**src/rtl/gf2_poly_divider.sv**
```systemverilog
// ---------------------------------------------------------------------------
// gf2_poly_divider
//
// Bit-serial polynomial divider over GF(2)[x]. Given a dividend a(x) of up to
// degree 2N-2 and a divisor d(x) of up to degree N-1, it produces q(x) and
// r(x) such that a = q*d ^ r with deg(r) < deg(d). All arithmetic is XOR,
// so there are no carries anywhere in the datapath.
//
// Operation is split in three phases:
//   NORM   : shift the divisor left until its top bit is set, counting the
//            shift amount s = N-1-deg(d). A zero divisor exits here.
//   DIV    : classic restoring-free long division with a normalised divisor,
//            feeding a(x)*x^s MSB first (dividend bits followed by s zeros).
//   DENORM : the partial remainder holds r*x^s; shift it back down by s.
//
// Ports
//   clk          : single clock, all state updates on the rising edge
//   rst          : synchronous active-high reset, overrides start
//   start        : request, accepted only while idle or done
//   dividend     : a(x), 2N-1 bits, bit i = coefficient of x^i
//   divisor      : d(x), N bits
//   busy         : high while normalising, dividing or denormalising
//   done         : high while the result registers are valid
//   div_by_zero  : valid with done, set when the divisor was zero
//   quotient     : q(x), 2N-1 bits
//   remainder    : r(x), N-1 bits
// ---------------------------------------------------------------------------
module gf2_poly_divider #(
    parameter int N = 64
) (
    input  logic             clk,
    input  logic             rst,
    input  logic             start,
    input  logic [2*N-2:0]   dividend,
    input  logic [N-1:0]     divisor,
    output logic             busy,
    output logic             done,
    output logic             div_by_zero,
    output logic [2*N-2:0]   quotient,
    output logic [N-2:0]     remainder
);

    localparam int AW = 2 * N - 1;
    localparam int RW = N - 1;
    // Counter must reach 2N-2+s (s <= N-1) without wrapping.
    localparam int CW = $clog2(3 * N);
    localparam int SW = $clog2(N);

    typedef enum logic [2:0] {
        S_IDLE,
        S_NORM,
        S_DIV,
        S_DENORM,
        S_DONE
    } state_t;

    state_t          state_q, state_d;
    logic [AW-1:0]   dvd_q, dvd_d;
    logic [N-1:0]    dsr_q, dsr_d;
    logic [RW-1:0]   prem_q, prem_d;
    logic [AW-1:0]   quo_q, quo_d;
    logic [CW-1:0]   cnt_q, cnt_d;
    logic [SW-1:0]   shamt_q, shamt_d;
    logic [AW-1:0]   quotient_q, quotient_d;
    logic [RW-1:0]   remainder_q, remainder_d;
    logic            dbz_q, dbz_d;

    logic [N-1:0]    step_v;
    logic            step_qb;

    // State and datapath registers; reset clears every visible output so
    // nothing reads as don't-care before the first completed division.
    always_ff @(posedge clk) begin
        if (rst) begin
            state_q     <= S_IDLE;
            dvd_q       <= '0;
            dsr_q       <= '0;
            prem_q      <= '0;
            quo_q       <= '0;
            cnt_q       <= '0;
            shamt_q     <= '0;
            quotient_q  <= '0;
            remainder_q <= '0;
            dbz_q       <= 1'b0;
        end else begin
            state_q     <= state_d;
            dvd_q       <= dvd_d;
            dsr_q       <= dsr_d;
            prem_q      <= prem_d;
            quo_q       <= quo_d;
            cnt_q       <= cnt_d;
            shamt_q     <= shamt_d;
            quotient_q  <= quotient_d;
            remainder_q <= remainder_d;
            dbz_q       <= dbz_d;
        end
    end

    // Next-state and datapath logic for all phases.
    always_comb begin
        state_d     = state_q;
        dvd_d       = dvd_q;
        dsr_d       = dsr_q;
        prem_d      = prem_q;
        quo_d       = quo_q;
        cnt_d       = cnt_q;
        shamt_d     = shamt_q;
        quotient_d  = quotient_q;
        remainder_d = remainder_q;
        dbz_d       = dbz_q;

        // One long-division step: bring the next dividend bit into the
        // partial remainder; its top bit is the quotient bit and decides
        // whether the normalised divisor is subtracted (XORed) out.
        step_v  = {prem_q, dvd_q[AW-1]};
        step_qb = step_v[N-1];

        case (state_q)
            S_IDLE, S_DONE: begin
                if (start) begin
                    dvd_d       = dividend;
                    dsr_d       = divisor;
                    prem_d      = '0;
                    quo_d       = '0;
                    cnt_d       = '0;
                    shamt_d     = '0;
                    quotient_d  = '0;
                    remainder_d = '0;
                    dbz_d       = 1'b0;
                    state_d     = S_NORM;
                end
            end

            S_NORM: begin
                if (dsr_q == '0) begin
                    dbz_d       = 1'b1;
                    quotient_d  = '0;
                    remainder_d = '0;
                    state_d     = S_DONE;
                end else if (dsr_q[N-1]) begin
                    // DIV runs 2N-1+s steps; count down to zero inclusive.
                    cnt_d   = CW'(AW - 1) + CW'(shamt_q);
                    state_d = S_DIV;
                end else begin
                    dsr_d   = dsr_q << 1;
                    shamt_d = shamt_q + SW'(1);
                end
            end

            S_DIV: begin
                prem_d = step_v[N-2:0] ^ (step_qb ? dsr_q[N-2:0] : '0);
                quo_d  = {quo_q[AW-2:0], step_qb};
                // Shifting zeros in supplies the trailing s zero bits of a*x^s.
                dvd_d  = dvd_q << 1;
                if (cnt_q == '0) begin
                    cnt_d   = CW'(shamt_q);
                    state_d = S_DENORM;
                end else begin
                    cnt_d = cnt_q - CW'(1);
                end
            end

            S_DENORM: begin
                if (cnt_q != '0) begin
                    prem_d = prem_q >> 1;
                    cnt_d  = cnt_q - CW'(1);
                end else begin
                    quotient_d  = quo_q;
                    remainder_d = prem_q;
                    state_d     = S_DONE;
                end
            end

            default: begin
                state_d = S_IDLE;
            end
        endcase
    end

    assign busy        = (state_q == S_NORM) || (state_q == S_DIV) || (state_q == S_DENORM);
    assign done        = (state_q == S_DONE);
    assign div_by_zero = dbz_q;
    assign quotient    = quotient_q;
    assign remainder   = remainder_q;

endmodule

```
**config.mk**
```make
export PLATFORM = sky130hd
export DESIGN_NAME = gf2_poly_divider
export DESIGN_NICKNAME = d
export VERILOG_FILES = /design/src/rtl/gf2_poly_divider.sv
export SDC_FILE = /design/constraint.sdc
export NUM_CORES = 1
export LEC_CHECK = 0
export ABC_AREA = 1
export BUFFER_PORTS_ARGS = -buffer_cell sky130_fd_sc_hd__buf_2
export CORE_MARGIN = 2
export CORE_UTILIZATION = 50
export DETAILED_ROUTE_END_ITERATION = 10
export PLACE_DENSITY_LB_ADDON = 0.3
export SYNTH_ARGS = -nofsm -noshare
export SYNTH_HDL_FRONTEND = slang
export SYNTH_SLANG_ARGS = --single-unit
```
**constraint.sdc**
```tcl
create_clock -name clk -period 4.46 [get_ports clk]
set_input_delay 0.669 -clock clk [delete_from_list [all_inputs] [get_ports clk]]
set_output_delay 0.669 -clock clk [all_outputs]
set_load 0.03 [all_outputs]
```
# --- After elaboration in Yosys (flattened, before gate mapping) ---
# Index checks and enable logic that the tools add are counted.
totals:
  regBits: 589
  input_bits: 194
  output_inout_bits: 193
  word_cells: 85
op_classes:
  addsub: 3
  n_eq_ne: 13
  muxes: 37
  n_bitwise: 1
  n_reduce_logical: 20
op_table:
  columns: ["operator", "n"]
  rows:
  - ["2-to-1 mux 127 bit", 4]
  - ["one-hot mux 127 bit (2 select lines)", 2]
  - ["one-hot mux 127 bit (3 select lines)", 1]
  - ["one-hot mux 63 bit (3 select lines)", 2]
  - ["2-to-1 mux 63 bit", 5]
  - ["2-to-1 mux 64 bit", 3]
  - ["one-hot mux 64 bit (2 select lines)", 1]
  - ["logical NOT 64 bit", 1]
  - ["XOR 63 bit", 1]
  - ["2-to-1 mux 8 bit", 5]
  - ["one-hot mux 8 bit (4 select lines)", 1]
  - ["2-to-1 mux 6 bit", 3]
  - ["inequality test 2 bit (second input constant)", 8]
  - ["2-to-1 mux 3 bit", 5]
  - ["one-hot mux 3 bit (4 select lines)", 1]
  - ["one-hot mux 6 bit (2 select lines)", 1]
  - ["AND reduction 4 bit", 3]
  - ["AND reduction 3 bit", 3]
  - ["adder 7 x 6 -> 8 bit (first input constant)", 1]
  - ["logical NOT 8 bit", 1]
  - ["nonzero test 8 bit", 1]
  - ["subtractor 8 x 1 -> 8 bit (second input constant)", 1]
  - ["adder 6 x 1 -> 6 bit (second input constant)", 1]
  - ["equality test 3 x 2 -> 1 bit (second input constant)", 2]
  - ["other kinds (13)", 17]

# --- Longest topological paths before layout ---
# Gate-level depths: netlist of run 1.
logic_depth:
  word_depth: 4
  depth_mapped: 14
  depth_no_buf: 12

# --- Worst setup path before layout of run 1 ---
# OpenSTA, ideal clock, no wires.
synth_timing:
  path_kind: "reg2reg"
  startpoint: "register cnt_q[0]"
  endpoint: "register quotient_q[100] (netlist: quotient[100])"
  setup_time_ns: 0.132
  arrival_time_ns: 1.695
  required_time_ns: 4.328
  slack_ns: 2.633
  path_stages_with_launch: 13
  path_buffers: 3
  period_less_slack_ns: 1.827
  path_cell_list: "dfxtp_1 inv_1 ha_1 nand2_1 nor2_1 inv_1 a21oi_2 nand3_1 buf_2 buf_4 buf_4 nand2_1 a21oi_1"
synth_between:
  elab_chain_len: 3
synth_rtl:
  columns: ["element", "line_no", "rtl"]
  rows:
  - ["start, declared", "62", "logic [CW-1:0] cnt_q, cnt_d;"]
  - ["start signal, assigned", "91", "cnt_q <= cnt_d;"]
  - ["nonzero test 8 bit", "164", "if (cnt_q != '0) begin"]
  - ["inequality test 2 bit (no source line)", null, null]
  - ["AND reduction 4 bit (no source line)", null, null]
  - ["end signal, assigned", "93", "quotient_q <= quotient_d;"]
  - ["end, declared", "64", "logic [AW-1:0] quotient_q, quotient_d;"]
# Every way passes these cells.
# A chain may end at the register's enable or synchronous reset.

# --- Worst setup path in the final report of run 1 ---
layout_timing:
  startpoint: "register dsr_q[63]"
  endpoint: "register dsr_q[19]"
layout_between:
  elab_chain_len: 3
  word_cells_on_any_way: 4
  classes_between: "2 x eq/ne; 2 x reduce/logical"
layout_rtl:
  columns: ["element", "line_no", "rtl"]
  rows:
  - ["start, declared", "59", "logic [N-1:0] dsr_q, dsr_d;"]
  - ["start signal, assigned", "88", "dsr_q <= dsr_d;"]
  - ["logical NOT 64 bit", "135", "if (dsr_q == '0) begin"]
  - ["inequality test 2 bit (no source line)", null, null]
  - ["AND reduction 4 bit (no source line) (*)", null, null]
# Every way passes the cells marked *; elsewhere a longest branch is shown, timed or not.

==> out/qor.yml, run 1 <==
place:
  dp_hpwl_um: 43100
  dpl.cell_count: 4458
  port_buffers: 386
  place_congestion: 0.874
  post_dp_cell_area_um2: 27800
cts:
  cts_tree: "done"
  cts_resized: 0
  clk_latency_ns: 0.62
  postCtsHoldBufs: 0
  clk_pin_slew_worst_paths_ns: 0.07
  htreeDepth: 2
  numCtsBuffers: 60
  clockBufferDepth: 3
  clock_tree.root_cell: "clkbuf_16"
  clkSinkCount: 589
  post_cts_buffers: 0
final_layout:
  final_nets: 4038
  final_cell_count_no_fill: 4573
  syn_to_final_growth_pct: 15.0
  final_area_um2: 29900
  drive_gt1_frac: 0.138
  num-fill-cells: 4969
  layout_commonest_cell: "nand2_1"
  final_cell_mix: "nand2_1, a21oi_1, dfxtp_1, buf_2, nor2_1"
setup_path:
  path_class: "flop to flop"
  cp_slowest_cell: "nand2_2"
  endpoint_kind: "flop"
  worstPathRequired_ns: 5.01
  max_stage_delay_ns: 0.55
  cp_cell_sequence: "nor2_1 -> nand2_1 -> nor2_1 -> nand2_1 -> nor2_1 -> nand2_1 -> nand2_8 -> nand2_2 -> buf_4 -> nand2_2 -> buf_12 -> nand2_1 -> nand2_1 -> nor2_1"
  cp_max_fo: 67
  cp.arrival_ns: 3.62
  cpMostUsedCell: "nand2_1"
  cp-start-kind: "flop"
synth:
  synth_nets: 3885
  postSynthAreaPerCell_um2: 7.06
  yosys_warnings: 0
  yosysSeqAreaShare: 0.453
  synth_cell_type_count: 31
  syn_inst: 3687
  ys_ff_latch: 589
  syn_area_um2: 26000
global_routing:
  gr-usage-all-layers: 0.264
  grt_overflow_total: 0
  antenna_found_initial: 6
  grt_pass1_vias: 23300
  grt_max_degree: 199
  grt_pass1_wl_um: 119000
sta:
  rsz0062_at_grt: "false"
  fin_crit_sh: 0.689
  fin_setup_tns_ns: 0
  fmax_mhz: 325
  setup_viol: 0
  min_period_ns: 3.07
  relSlewSlack: 0.242
  finClkSkew_ns: 0.0253
  worst_pin_slew_ns: 1.14
  hold_viol_final: 0
  drv_slew: 0
floorplan:
  dieHeight_um: 232
  num_rows: 83
  initial_core_util: 0.506
  core_region_area_um2: 51400
  die_width_um: 232
  die_area_um2: 53900
  num_io_pins: 387
route:
  dr.pass1.iters: 5
  vias: 25300
  drt_iter0_drc: 2253
  routed_wl_um: 73500
  ant_nets: 0
  wl_per_cell_um: 16.1
  avgViaCountPerCell: 5.53
  drc: 0
power_and_ir_drop:
  vdd_drop_max_mv: 0.810
  leakage_nw: 11.3
  power_density_nw_per_um2: 626
hold_path:
  hold_path.class: "input pin to flop"
flow_run:
  max-cap-violations: 0
run_status:
  status: "complete, no violations"
==> report_power, final <==
| group | switching, mW | total (mW) | internal [mW] | leakage, nW |
|---|---|---|---|---|
| registers | 0.660 | 6.95 | 6.29 | 4.80 |
| logic | 4.71 | 6.39 | 1.68 | 5.48 |
| clock network | 2.12 | 5.41 | 3.28 | 1.06 |
| total | 7.50 | 18.8 | 11.3 | 11.3 |
==> critical path: cells and delay by family, from the launching register on <==
kind | cells | cell delay, ns
buf+inv | 2 | 0.87
flops | 1 | 0.47
simple gates | 12 | 1.62
==> cells by family after synthesis <==
kind of cell    after synthesis  synth area share
simple gates               1374             0.226
xor+xnor                      8           0.00269
fa+ha+maj                     4           0.00192
buf+inv                     605            0.0948
flops                       589             0.453
compound gates             1107             0.222
==> Yosys cell counts (all sizes together) <==
| cell | count | area share |
|---|---|---|
| o22ai | 2 | 0.00048 |
| nor3 | 2 | 0.00038 |
| xnor2 | 2 | 0.00067 |
| nand4 | 192 | 0.046 |
| nand3 | 24 | 0.0048 |
| nand2 | 763 | 0.11 |
| a31oi | 62 | 0.015 |
| a22oi | 62 | 0.018 |
| xor2 | 6 | 0.0020 |
| nor4 | 2 | 0.00048 |
| or2 | 1 | 0.00024 |
| nor2 | 327 | 0.048 |
| nor3b | 1 | 0.00029 |
| inv | 283 | 0.041 |
| o21ai | 263 | 0.051 |
| clkbuf | 207 | 0.030 |
| ha | 4 | 0.0019 |
| a21oi | 718 | 0.14 |
| buf | 115 | 0.024 |
| dfxtp | 589 | 0.45 |
| and3 | 62 | 0.015 |
==> final cells by class <==
class                      instances  area, um2  area share
antenna                            4       10.0    0.000334
inverter                         283       1090      0.0363
timing repair buffer             413       2220      0.0741
clock inverter                    23        347      0.0116
clock buffer                      88       1790      0.0597
tap                              680        851      0.0284
multi-input combinational       2493      11800       0.396
sequential                       589      11800       0.394
==> final timing paths <==
| path | from | end | slack (ns) | cells past startpoint |
|---|---|---|---|---|
| worst max register to register | dsr_q[63]$_SDFFE_PP0P_ | dsr_q[19]$_SDFFE_PP0P_ | 1.39 | 14 |
| worst min register to register | remainder[3]$_SDFFE_PP0P_ | remainder[3]$_SDFFE_PP0P_ | 0.46 | 2 |
| worst min-delay path | dividend[9] | dvd_q[9]$_SDFFE_PP0P_ | 0.33 | 3 |
| worst max-delay path | dsr_q[63]$_SDFFE_PP0P_ | dsr_q[19]$_SDFFE_PP0P_ | 1.39 | 14 |
==> metal layers <==
metal / vias up / global-route usage / part of all wire
met5: - / 0 / 0.00046
met4: 6 / 0.0851 / 0.025
met3: 120 / 0.0410 / 0.068
met2: 832 / 0.426 / 0.46
met1: 11700 / 0.361 / 0.45
li1: 12600 / - / -
==> through the flow <==
stage	total power [mW]	utilization	setup WS, ns	hold WS, ns
floorplan	11.9	-	2.63	0.440
global route	20.0	0.582	1.11	0.318
finish	18.8	0.582	1.39	0.327
global placement	13.3	0.541	1.58	0.445
CTS	18.8	0.582	1.39	0.288
detailed placement	13.4	0.541	1.43	0.449
==> state kept, by name, summed over array words and instances, names as in the netlist <==
| register | count |
|---|---|
| dvd_q | 127 |
| remainder | 63 |
| prem_q | 63 |
| dsr_q | 64 |
| shamt_q | 6 |
| quotient | 127 |
| div_by_zero | 1 |
| quo_q | 127 |
| state_q | 3 |
| cnt_q | 8 |
Power figures use the tool's default switching activity.
==> run 2, diff against run 1 <==
==> constraint.sdc (replaced) <==
create_clock -name clk -period 2.95 [get_ports clk]
set_input_delay 0.4425 -clock clk [delete_from_list [all_inputs] [get_ports clk]]
set_output_delay 0.4425 -clock clk [all_outputs]
set_load 0.03 [all_outputs]
==> run 2 against run 1 <==
Critical path depth down 3. Clock-buffer cell count is 6 higher. Highest routed layer unchanged. Utilization grew 0.43 points. Global-route usage fell by 0.086 points. Critical endpoint is now quotient[87]$_SDFFE_PP0P_. Setup slack worse by 1.1 ns. Largest cell class unchanged.
==> out/qor.yml, run 2 (synthesis results as in run 1) <==
route:
  drt_iter0_drc: 2417  # +7.3%
  routed_wl_um: 73900  # +0.50%
  ant_nets: 0  # unchanged
  vias: 25500  # +0.84%
  drc: 0  # unchanged
  wl_met1_um: 32400  # -1.5%
  avgViaCountPerCell: 5.55  # +0.36%
  met2_length_um: 34300  # +1.5%
  met3WireLength_um: 5130  # +2.8%
  top_layer: "met5"
  dr.pass1.iters: 6  # +1
  wl_per_cell_um: 16.1  # about the same
floorplan:
  core_region_area_um2: 51400  # unchanged
  dieHeight_um: 232  # unchanged
  num_io_pins: 387  # unchanged
  die_width_um: 232  # unchanged
  num_rows: 83  # unchanged
  initial_core_util: 0.506  # unchanged
  die_area_um2: 53900  # unchanged
power_and_ir_drop:
  leakage_nw: 11.4  # +0.91%
  vdd_drop_max_mv: 0.776  # -4.2%
  power.switching_mw: 11.5  # +53%
  pwr-share-clk: 0.277  # -0.011
  p_sw_frac: 0.403  # +0.00354
  power_density_nw_per_um2: 942  # +50%
  seqPwrFrac: 0.371  # about the same
  p_int_mw: 16.9  # +51%
  pwr-share-comb: 0.353  # +0.012
place:
  port_buffers: 386  # unchanged
  dpl.cell_count: 4476  # +0.40%
  post_dp_cell_area_um2: 28100  # +1.0%
  place_congestion: 0.877  # +0.38%
  dp_hpwl_um: 43500  # +0.84%
cts:
  clk_pin_slew_worst_paths_ns: 0.06  # about the same
  clock_tree.root_cell: "clkbuf_16"
  numCtsBuffers: 61  # +1.7%
  post_cts_buffers: 0  # unchanged
  clockBufferDepth: 3  # unchanged
  htreeDepth: 2  # unchanged
  clk_latency_ns: 0.63  # about the same
  clkSinkCount: 589  # unchanged
  postCtsHoldBufs: 0  # unchanged
  cts_tree: "done"
  cts_resized: 0  # unchanged
sta:
  worst_pin_slew_ns: 0.995  # -0.142 ns
  relSlewSlack: 0.337  # +0.0944
  drv_slew: 0  # unchanged
  fin_setup_tns_ns: 0  # unchanged
  fin_crit_sh: 0.888  # +0.198
  rsz0062_at_grt: "false"
  fmax_mhz: 382  # +17%
  setup_viol: 0  # unchanged
  min_period_ns: 2.62  # -0.455 ns
  hold_viol_final: 0  # unchanged
  finClkSkew_ns: 0.0283  # +0.00296 ns
setup_path:
  cp_slowest_cell: "dfxtp_1"
  cp_max_fo: 78  # +16%
  cp_num_buf_inv: 1  # -1
  cp_cell_sequence: "nor2_1 -> nand2_1 -> nor2_1 -> nand2_1 -> nor2_1 -> nand2_1 -> nand2_8 -> nand3_4 -> buf_12 -> nand2_1 -> a21oi_1"
  reg2reg_slack_ns: 0.33  # -1.05 ns
  max_stage_delay_ns: 0.38  # -0.17 ns
  cpMostUsedCell: "nand2_1"
  r2r-start: "dsr_q[63]$_SDFFE_PP0P_"
  worst_path_dominant_cell_family: "simple AND/OR/NAND/NOR gates"
  path_class: "flop to flop"
  worstPathRequired_ns: 3.43  # -1.58 ns
  rr_worst_depth: 11  # -3
  cp.arrival_ns: 3.10  # -0.52 ns
  cp-start-kind: "flop"
  worstReg2RegEnd: "quotient[87]$_SDFFE_PP0P_"
  endpoint_kind: "flop"
final_layout:
  final_cell_count_no_fill: 4595  # +0.48%
  drive_gt1_frac: 0.142  # +0.00390
  final_area_um2: 30200  # +0.74%
  syn_to_final_growth_pct: 15.8
  num-fill-cells: 4898  # -1.4%
  final_nets: 4057  # +0.47%
  final_cell_mix: "nand2_1, a21oi_1, dfxtp_1, buf_2, nor2_1"
  layout_commonest_cell: "nand2_1"
run_status:
  status: "complete, no violations"
global_routing:
  antenna_found_initial: 8  # +2
  grt_overflow_total: 0  # unchanged
  grt_pass1_wl_um: 119000  # about the same
  grt_pass1_vias: 23600  # +1.1%
  grt_max_degree: 189  # -5.0%
  gr-usage-all-layers: 0.263  # -0.000855
hold_path:
  min_from: "dividend[106]"
  min_path_cells: 3  # unchanged
  hold_path.class: "input pin to flop"
  hold-path-endpoint: "dvd_q[106]$_SDFFE_PP0P_"
flow_run:
  max-cap-violations: 0  # unchanged
run 2: cell count changes in the layout (fill, tap and decap cells not counted), sizes merged:
cell,change
buf,+18
bufinv,-6
clkbuf,+6
clkinv,-3
inv,+3
clkinvlp,+2
diode,+2
run 2: worst min-delay path: stages:
cell and delay [ns]:
buf_2 0.07, a21oi_1 0.05, a21oi_1 0.10
run 2: power groups by stage:
stage | sequential (mW) | clock [mW] | combinational [mW]
5_1_grt | 10.7 | 8.33 | 11.2
3_3_place_gp | 10.6 | 0 | 9.79
2_1_floorplan | 10.4 | 0 | 7.66
4_1_cts | 10.5 | 8.00 | 9.97
6_report | 10.5 | 7.86 | 10.0
3_5_place_dp | 10.6 | 0 | 9.92
run 2: per-stage QoR:
stage	worst slack, ns	hold WS [ns]	total power, mW	utilization
6_report	0.332	0.0901	28.4	0.587
5_1_grt	0.150	0.0816	30.2	0.587
4_1_cts	0.395	0.0538	28.5	0.586
3_5_place_dp	0.431	0.449	20.5	0.546
3_3_place_gp	0.489	0.445	20.4	0.546
2_1_floorplan	1.12	0.440	18.1	-
run 2: cell type report:
type / count / area, um2 / share of cell area
Multi-Input combinational cell: 2493 / 11800 / 0.393
Timing Repair Buffer: 431 / 2500 / 0.0831
Clock inverter: 19 / 193 / 0.00639
Sequential cell: 589 / 11800 / 0.391
Clock buffer: 94 / 1870 / 0.0621
Inverter: 283 / 1090 / 0.0361
Antenna cell: 6 / 15.0 / 0.000498
Tap cell: 680 / 851 / 0.0282
run 2: per-layer routing:
| layer | track usage | vias up |
|---|---|---|
| met5 | 0 | - |
| met4 | 0.0996 | 4 |
| met3 | 0.0521 | 146 |
| met2 | 0.428 | 799 |
| met1 | 0.344 | 11900 |
| li1 | - | 12700 |
run 2: worst max-delay path by stage:
stage,depth (start not counted),to,start
floorplan,12,quotient[100]$_SDFFE_PP0P_,cnt_q[0]$_SDFFE_PP0P_
global placement,11,quotient[90]$_SDFFE_PP0P_,dsr_q[63]$_SDFFE_PP0P_
detailed placement,11,quotient[94]$_SDFFE_PP0P_,dsr_q[63]$_SDFFE_PP0P_
CTS,11,remainder[3]$_SDFFE_PP0P_,dsr_q[63]$_SDFFE_PP0P_
global route,11,quotient[92]$_SDFFE_PP0P_,dsr_q[63]$_SDFFE_PP0P_
finish,11,quotient[87]$_SDFFE_PP0P_,dsr_q[63]$_SDFFE_PP0P_
